**src/rtl/el2_lsu_trigger_ctl_if.sv**
```systemverilog
// Trigger-control bundle between the LSU trigger logic and decode/debug.
// lsu_trig_cnt exists only when LSU_TRIG_HITCNT_EN is defined.
interface el2_lsu_trigger_ctl_if #(
    parameter int TRIG_CNT_W = 8
);
    logic [3:0] lsu_trigger_match_m;
    logic       flush_m;
    logic [3:0] trig_chain;
    logic [3:0] trig_action;
    logic [3:0] dec_hit_clr;
    logic       dec_trig_ack;
    logic       lsu_trig_req;
    logic [3:0] lsu_trig_vec;
    logic       lsu_trig_halt;
    logic [3:0] lsu_trig_hit;
`ifdef LSU_TRIG_HITCNT_EN
    logic [4*TRIG_CNT_W-1:0] lsu_trig_cnt;

    modport master (
        input  lsu_trigger_match_m, flush_m, trig_chain, trig_action, dec_hit_clr, dec_trig_ack,
        output lsu_trig_req, lsu_trig_vec, lsu_trig_halt, lsu_trig_hit, lsu_trig_cnt
    );
    modport slave (
        output lsu_trigger_match_m, flush_m, trig_chain, trig_action, dec_hit_clr, dec_trig_ack,
        input  lsu_trig_req, lsu_trig_vec, lsu_trig_halt, lsu_trig_hit, lsu_trig_cnt
    );
`else
    localparam int unused_cnt_w = TRIG_CNT_W;

    modport master (
        input  lsu_trigger_match_m, flush_m, trig_chain, trig_action, dec_hit_clr, dec_trig_ack,
        output lsu_trig_req, lsu_trig_vec, lsu_trig_halt, lsu_trig_hit
    );
    modport slave (
        output lsu_trigger_match_m, flush_m, trig_chain, trig_action, dec_hit_clr, dec_trig_ack,
        input  lsu_trig_req, lsu_trig_vec, lsu_trig_halt, lsu_trig_hit
    );
`endif
endinterface

```
**src/rtl/el2_lsu_trigger_ctl.sv**
```systemverilog
// LSU data-trigger sequencer: flush kill, chain resolution, sticky hits, req/ack delivery.
// Optional saturating hit counters are built when LSU_TRIG_HITCNT_EN is defined.
module el2_lsu_trigger_ctl #(
    parameter int TRIG_CNT_W = 8
) (
    input logic                   clk,
    input logic                   rst_l,
    el2_lsu_trigger_ctl_if.master trig
);
    typedef enum logic {IDLE, PEND} state_t;

    state_t     state_q, state_d;
    logic [3:0] qual, fire;
    logic [3:0] hit_q;
    logic [3:0] vec_q, vec_d;
    logic       halt_q, halt_d;
    logic [3:0] pend_q, pend_d;
    logic [3:0] merged;
    logic       unused_chain;

    assign unused_chain = trig.trig_chain[1] ^ trig.trig_chain[3];

    assign qual = trig.lsu_trigger_match_m & {4{~trig.flush_m}};

    // A chained pair fires both halves only when both sides match together.
    assign fire[1:0] = trig.trig_chain[0] ? {2{&qual[1:0]}} : qual[1:0];
    assign fire[3:2] = trig.trig_chain[2] ? {2{&qual[3:2]}} : qual[3:2];

    assign merged = pend_q | fire;

    always_ff @(posedge clk or negedge rst_l) begin
        if (!rst_l) begin
            hit_q <= '0;
        end else begin
            hit_q <= (hit_q & ~trig.dec_hit_clr) | fire;
        end
    end

    always_ff @(posedge clk or negedge rst_l) begin
        if (!rst_l) begin
            state_q <= IDLE;
            vec_q   <= '0;
            halt_q  <= 1'b0;
            pend_q  <= '0;
        end else begin
            state_q <= state_d;
            vec_q   <= vec_d;
            halt_q  <= halt_d;
            pend_q  <= pend_d;
        end
    end

    // Halt is computed from trig_action only when an event is captured into vec.
    always_comb begin
        state_d = state_q;
        vec_d   = vec_q;
        halt_d  = halt_q;
        pend_d  = pend_q;
        unique case (state_q)
            IDLE: begin
                if (|fire) begin
                    state_d = PEND;
                    vec_d   = fire;
                    halt_d  = |(fire & trig.trig_action);
                    pend_d  = '0;
                end
            end
            PEND: begin
                if (trig.dec_trig_ack) begin
                    pend_d = '0;
                    if (|merged) begin
                        vec_d  = merged;
                        halt_d = |(merged & trig.trig_action);
                    end else begin
                        state_d = IDLE;
                        vec_d   = '0;
                        halt_d  = 1'b0;
                    end
                end else begin
                    pend_d = merged;
                end
            end
            default: state_d = IDLE;
        endcase
    end

    assign trig.lsu_trig_req  = (state_q == PEND);
    assign trig.lsu_trig_vec  = vec_q;
    assign trig.lsu_trig_halt = halt_q;
    assign trig.lsu_trig_hit  = hit_q;

`ifdef LSU_TRIG_HITCNT_EN
    logic [4*TRIG_CNT_W-1:0] cnt_all;

    // A clear coinciding with a fire restarts the count at one, not zero.
    for (genvar i = 0; i < 4; i++) begin : g_cnt
        logic [TRIG_CNT_W-1:0] cnt_q;

        always_ff @(posedge clk or negedge rst_l) begin
            if (!rst_l) begin
                cnt_q <= '0;
            end else if (trig.dec_hit_clr[i]) begin
                cnt_q <= fire[i] ? TRIG_CNT_W'(1) : '0;
            end else if (fire[i] && (cnt_q != '1)) begin
                cnt_q <= cnt_q + TRIG_CNT_W'(1);
            end
        end

        assign cnt_all[i*TRIG_CNT_W +: TRIG_CNT_W] = cnt_q;
    end

    assign trig.lsu_trig_cnt = cnt_all;
`else
    localparam int unused_cnt_w = TRIG_CNT_W;
`endif
endmodule

```
**src/flat_wrapper.sv**
```systemverilog
// flat-port wrapper written by rule: the top's interface ports become plain ports
module el2_lsu_trigger_ctl_flat 
#(
    parameter int TRIG_CNT_W = 8
)
  (clk, rst_l, trig_lsu_trigger_match_m, trig_flush_m, trig_trig_chain, trig_trig_action, trig_dec_hit_clr, trig_dec_trig_ack, trig_lsu_trig_req, trig_lsu_trig_vec, trig_lsu_trig_halt, trig_lsu_trig_hit);
  el2_lsu_trigger_ctl_if #(.TRIG_CNT_W(TRIG_CNT_W)) trig_i ();
  input logic clk;
  input logic rst_l;
  input wire logic [$bits(trig_i.lsu_trigger_match_m)-1:0] trig_lsu_trigger_match_m;
  input wire logic [$bits(trig_i.flush_m)-1:0] trig_flush_m;
  input wire logic [$bits(trig_i.trig_chain)-1:0] trig_trig_chain;
  input wire logic [$bits(trig_i.trig_action)-1:0] trig_trig_action;
  input wire logic [$bits(trig_i.dec_hit_clr)-1:0] trig_dec_hit_clr;
  input wire logic [$bits(trig_i.dec_trig_ack)-1:0] trig_dec_trig_ack;
  output wire logic [$bits(trig_i.lsu_trig_req)-1:0] trig_lsu_trig_req;
  output wire logic [$bits(trig_i.lsu_trig_vec)-1:0] trig_lsu_trig_vec;
  output wire logic [$bits(trig_i.lsu_trig_halt)-1:0] trig_lsu_trig_halt;
  output wire logic [$bits(trig_i.lsu_trig_hit)-1:0] trig_lsu_trig_hit;
  assign trig_i.lsu_trigger_match_m = trig_lsu_trigger_match_m;
  assign trig_i.flush_m = trig_flush_m;
  assign trig_i.trig_chain = trig_trig_chain;
  assign trig_i.trig_action = trig_trig_action;
  assign trig_i.dec_hit_clr = trig_dec_hit_clr;
  assign trig_i.dec_trig_ack = trig_dec_trig_ack;
  assign trig_lsu_trig_req = trig_i.lsu_trig_req;
  assign trig_lsu_trig_vec = trig_i.lsu_trig_vec;
  assign trig_lsu_trig_halt = trig_i.lsu_trig_halt;
  assign trig_lsu_trig_hit = trig_i.lsu_trig_hit;
  el2_lsu_trigger_ctl #(.TRIG_CNT_W(TRIG_CNT_W)) u_core (.clk(clk), .rst_l(rst_l), .trig(trig_i));
endmodule
```
**config.mk**
```make
export PLATFORM = sky130hd
export DESIGN_NAME = el2_lsu_trigger_ctl_flat
export DESIGN_NICKNAME = d
export VERILOG_FILES = /design/src/rtl/el2_lsu_trigger_ctl_if.sv /design/src/rtl/el2_lsu_trigger_ctl.sv /design/src/flat_wrapper.sv
export SDC_FILE = /design/constraint.sdc
export NUM_CORES = 1
export LEC_CHECK = 0
export BUFFER_PORTS_ARGS = -buffer_cell sky130_fd_sc_hd__buf_2
export CORE_ASPECT_RATIO = 1.1
export CORE_MARGIN = 2
export CORE_UTILIZATION = 30
export DETAILED_ROUTE_END_ITERATION = 10
export PLACE_DENSITY_LB_ADDON = 0.3
export SLEW_MARGIN = 20
export SYNTH_ARGS = -nofsm -noshare
export SYNTH_HDL_FRONTEND = slang
export SYNTH_SLANG_ARGS = --single-unit
```
**constraint.sdc**
```tcl
create_clock -name clk -period 3.8 [get_ports clk]
set_clock_uncertainty 0.2 [all_clocks]
set_input_delay 0.19 -clock clk [delete_from_list [all_inputs] [get_ports clk]]
set_output_delay 0.19 -clock clk [all_outputs]
set_load 0.01 [all_outputs]
```
Yosys cells after proc, flatten, opt, wreduce, memory -nomap -nowiden
Index checks and enable logic that the tools add are counted.
{"block": "word_totals", "elab_cells": 40, "out_inout_bits": 10, "reg_bits": 14, "in_bits": 20}
{"block": "op_classes", "n_mux": 17, "n_eq_ne": 2, "reduce_logical": 7, "n_bitwise": 9}
{"operator": "4-bit 2-to-1 mux", "n": 5}
{"operator": "4-bit bitwise AND", "n": 4}
{"operator": "4-bit one-hot mux with 2 select lines", "n": 2}
{"operator": "4-bit OR reduction", "n": 4}
{"operator": "4-bit bitwise OR", "n": 2}
{"operator": "1-bit 2-to-1 mux", "n": 6}
{"operator": "2-bit AND reduction", "n": 3}
{"operator": "2-bit 2-to-1 mux", "n": 2}
{"operator": "4-bit NOT", "n": 1}
{"operator": "1-bit one-hot mux with 2 select lines", "n": 2}
{"operator": "2-bit by 1-bit != test with 1-bit output, second input constant", "n": 1}
{"operator": "2-bit != test, second input constant", "n": 1}
{"operator": "1-bit NOT", "n": 2}

Longest topological paths before layout
{"block": "depth", "depth_word": 10, "ltp_mapped": 6, "mapped_depth_nobuf": 5}

Worst setup path before layout
Ideal clock, no wire load.
{"block": "synth_timing", "path_kind": "register to register", "startpoint": "register u_core.state_q (netlist: u_core.trig.lsu_trig_req)", "endpoint": "register u_core.halt_q (netlist: u_core.trig.lsu_trig_halt)", "arrival_ps": 1258, "setup_time_ps": 130, "path_buffers": 2, "synth_period_minus_slack_ps": 1588, "stages_incl_launch_ff": 7, "required_time_ps": 3470, "path_slack_ps": 2212, "path_cell_list": "dfrtp_1 > clkbuf_1 > nor2b_1 > a21oi_2 > buf_6 > nor2_1 > a21oi_1"}
{"block": "synth_via", "elab_chain_len": 3, "word_cells_on_any_way": 5, "cone_classes": "eq/ne: 2; mux: 1; bitwise: 1; reduce/logical: 1"}
{"element": "from (decl)", "line_no": "el2_lsu_trigger_ctl.sv:12", "rtl": "state_t state_q, state_d;"}
{"element": "from (signal assigned)", "line_no": "el2_lsu_trigger_ctl.sv:46", "rtl": "state_q <= state_d;"}
{"element": "1-bit NOT"}
{"element": "2-bit by 1-bit != test with 1-bit output (no source line)"}
{"element": "2-bit AND reduction (no source line)"}
{"element": "to (signal assigned)", "line_no": "el2_lsu_trigger_ctl.sv:48", "rtl": "halt_q <= halt_d;"}
{"element": "to (decl)", "line_no": "el2_lsu_trigger_ctl.sv:16", "rtl": "logic halt_q, halt_d;"}
Parallel ways exist; a longest one is shown, timed or not.
A chain may end at the register's enable or synchronous reset.

Final worst setup path
Same ends and word-level chain as after synthesis.

==> flow_summary_export.csv <==
group,metric,value,unit
timing,min_period_over_period,47.2,%
worst_setup_path,critPathBufInv,0,
timing,setup_viol,0,
synth,synthMuxAreaShare,0,%
worst_setup_path,worstSetupPathType,"flip-flop to flip-flop",
timing,achievable-frequency,0.558,GHz
final_layout,final_cells,145,
clocking,cts-buffers-inserted,3,
clocking,clock_latency,0.28,ns
global_route,grt_pass1_vias,741,
worst_setup_path,slowest_delay,0.49,ns
power,power_leakage,0.467,nW
global_route,gr-total-overflow,0,
min_path,min_from,"trig_trig_chain[0]",
synth,synth-xor-area-share,0,%
synth,synth-seq-area-share,48.7,%
synth,synth_top_area_cell,"dfrtp_1",
detailed_routing,viasPerCell,4.94,
min_path,hold_path.class,"input port to flip-flop",
timing,hold_violations,0,
clocking,clkTransAtPathRegs,0.09,ns
synth,synthTopCellsByArea,"dfrtp_1, a21oi_1, nor2b_1",
detailed_routing,firstDrtPassIters,4,
worst_setup_path,crit_slowest_cell,"dfrtp_1",
final_layout,final_nets,136,
clocking,numClockSinks,14,
synth,yosys.cell_types.count,25,
worst_setup_path,startpoint_type,"flip-flop",
synth,synth_top_family_by_area,"compound AO/OA/AOI/OAI gates",
detailed_routing,top_layer_used,"met4",
worst_setup_path,end_kind,"flip-flop",
worst_setup_path,critPathTopFamily,"compound AO/OA/AOI/OAI gates",
clocking,cts_setup_buffers,0,
synth,syn_inst,80,
timing,maxSlewHeadroom,61.4,%
clocking,postCtsHoldBufs,6,
synth,yosys.area_share.simple,20.9,%
worst_setup_path,reg2reg_depth,4,
min_path,hold_depth,4,
final_layout,drive_above_1_share,27.8,%
die,rows,18,
synth,synth_fa_ha_area_share,0,%
synth,ys_warn_count,0,
detailed_routing,vias,717,
global_route,grt_max_degree,15,
timing,final_max_slew_viol_count,0,
timing,rsz0062_at_grt,"no",
power,power.density,438,nW/um^2
placement,hpwlAfterDp,1360,um
placement,globalplace.congestion,0.822,
worst_setup_path,reg2reg_slack,2.01,ns
detailed_routing,drtAntennaViolNets,0,
global_route,grt_use_total,15.3,%
die,die_w,50.7,um
synth,synth_compound_area_share,24.7,%
die,start_util,31.9,%
die,die_h,55.4,um
timing,tightest_slew,0.579,ns
clocking,cts_tree,"done",
min_path,worstHoldEndpoint,"u_core.trig.lsu_trig_hit[1]",
die,core,2250,um^2
clocking,h-tree-depth,1,
timing,setup_tns,0,ns
placement,placed_cells,135,
worst_setup_path,worstPathCellList,"nor2b_1 > a21oi_2 > o21a_1 > a21oi_1",
clocking,clock_path_buffers,2,
placement,port_buffers,27,
run,cap_violations,0,
global_route,grt_pass1_wl,3210,um
clocking,root_buffer,"clkbuf_4",
detailed_routing,drt-total-wl,1810,um
detailed_routing,wl_met3,50,um
synth,syn_avg_cell_area,8.99,um^2
worst_setup_path,r2r_start,"u_core.trig.lsu_trig_req",
worst_setup_path,worstPathRequired,3.76,ns
synth,synthesis.nets,100,
synth,ys_ff_latch,14,
final_layout,syn_to_final_growth,35.3,%
power,peakVddDrop,0.154,mV
detailed_routing,wl_met2,940,um
detailed_routing,met1_length,780,um
global_route,grt_antenna_before_repair,0,
worst_setup_path,rr_endpoint,"u_core.trig.lsu_trig_halt",
synth,mappedNetlistArea,719,um^2
detailed_routing,drt_iter0_drc,11,
synth,netlist.area_leader.share,48.7,%
detailed_routing,wire_per_inst,12.5,um
worst_setup_path,cp_num_cells,4,
worst_setup_path,worstPathMaxFanout,13,
outcome,status,"finished, final reports clean",
final_layout,n_antenna_cell,0,
detailed_routing,remaining_drc_errors,0,
final_layout,fillers,249,
die,die_area,2810,um^2
worst_setup_path,crit_arrival,1.75,ns
die,num_io_pins,30,
timing,fin_crit,1.79,ns
clocking,cts-resized-gates,0,
worst max path at each step:
stage,slack [ns],startpoint,to
after floorplan,2.21,u_core.trig.lsu_trig_req,u_core.trig.lsu_trig_halt
final,2.01,u_core.trig.lsu_trig_req,u_core.trig.lsu_trig_halt
after CTS,1.99,u_core.trig.lsu_trig_req,u_core.trig.lsu_trig_halt
after detailed placement,1.89,trig_lsu_trigger_match_m[2],u_core.trig.lsu_trig_halt
after global routing,1.86,u_core.trig.lsu_trig_req,u_core.trig.lsu_trig_halt
after global placement,1.95,trig_lsu_trigger_match_m[2],u_core.trig.lsu_trig_halt
Yosys cell counts:
cell	count
a21oi_1	8
a21oi_2	1
a221oi_1	1
a222oi_1	1
a22oi_1	1
a31oi_1	4
a32oi_1	1
and2_1	1
and3_1	1
buf_6	1
clkbuf_1	1
dfrtp_1	14
inv_1	7
nand2_1	6
nand2b_1	3
nand3_1	1
nor2_1	8
nor2b_1	6
nor4b_1	1
o211ai_1	1
o21a_1	2
o21ai_0	5
o22ai_1	1
o31ai_1	2
or2b_1	2
placed cells by master (no fill, tap or decap), types with 2 or more instances in the layout:
| cell | Yosys | final |
|---|---|---|
| a31oi_1 | 4 | 4 |
| o21a_1 | 2 | 2 |
| dlygate4sd3_1 | 0 | 6 |
| o21ai_0 | 5 | 5 |
| nor2_1 | 8 | 8 |
| a21oi_1 | 8 | 8 |
| dfrtp_1 | 14 | 14 |
| or2b_1 | 2 | 2 |
| nor2b_1 | 6 | 6 |
| clkbuf_4 | 0 | 3 |
| inv_1 | 7 | 7 |
| nand2b_1 | 3 | 3 |
| buf_2 | 0 | 27 |
| nand2_1 | 6 | 6 |
| o31ai_1 | 2 | 2 |
power breakdown:
part	total (mW)	switching, mW	internal, mW
combinational	0.123	0.0684	0.0548
clock	0.109	0.0502	0.0584
sequential	0.194	0.0187	0.176
sequential cells by signal, indices dropped and copies added, names as in the netlist:
register and flops:
u_core.trig.lsu_trig_halt 1, u_core.trig.lsu_trig_req 1, u_core.trig.lsu_trig_hit 4, u_core.trig.lsu_trig_vec 4, u_core.pend_q 4
cells by family (layout without fill, tap and decap cells):
| kind of cell | count (synthesis) | in the layout |
|---|---|---|
| AOI/OAI and AO/OA | 28 | 28 |
| buffers and inverters | 9 | 44 |
| DFF | 14 | 14 |
| and+or+nand+nor | 29 | 29 |
routing by layer:
| metal | global-route usage, % | vias up |
|---|---|---|
| met2 | 25.6 | 17 |
| met3 | 1.89 | 5 |
| met1 | 17.7 | 341 |
| met4 | 10.8 | 0 |
| li1 | - | 354 |
| met5 | 0 | - |
layout make-up:
class,instances,area [um^2],share of cell area (%)
Inverter,7,26.3,2.70
Tap cell,30,37.5,3.86
Timing Repair Buffer,33,195,20.1
Multi-Input combinational cell,57,328,33.7
Clock buffer,4,36.3,3.73
Sequential cell,14,350,36.0
tightest hold or removal path, cell delays in order:
cell	delay (ns)
buf_2	0.10
nand2b_1	0.08
nand2_1	0.10
o21ai_0	0.08
through the flow:
| step | util [%] | hold slack (ns) | total power [mW] | setup slack (ns) | cell area [um^2] |
|---|---|---|---|---|---|
| final | 43.2 | 0.0890 | 0.426 | 2.01 | 973 |
| after detailed placement | 38.9 | -0.0953 | 0.317 | 1.89 | 877 |
| after global routing | 43.2 | 0.136 | 0.460 | 1.86 | 973 |
| after floorplan | - | -0.306 | 0.270 | 2.21 | 719 |
| after global placement | 38.9 | -0.0973 | 0.313 | 1.95 | 877 |
| after CTS | 43.2 | 0.0950 | 0.430 | 1.99 | 973 |
No activity file was read; power rests on OpenSTA's default activity.
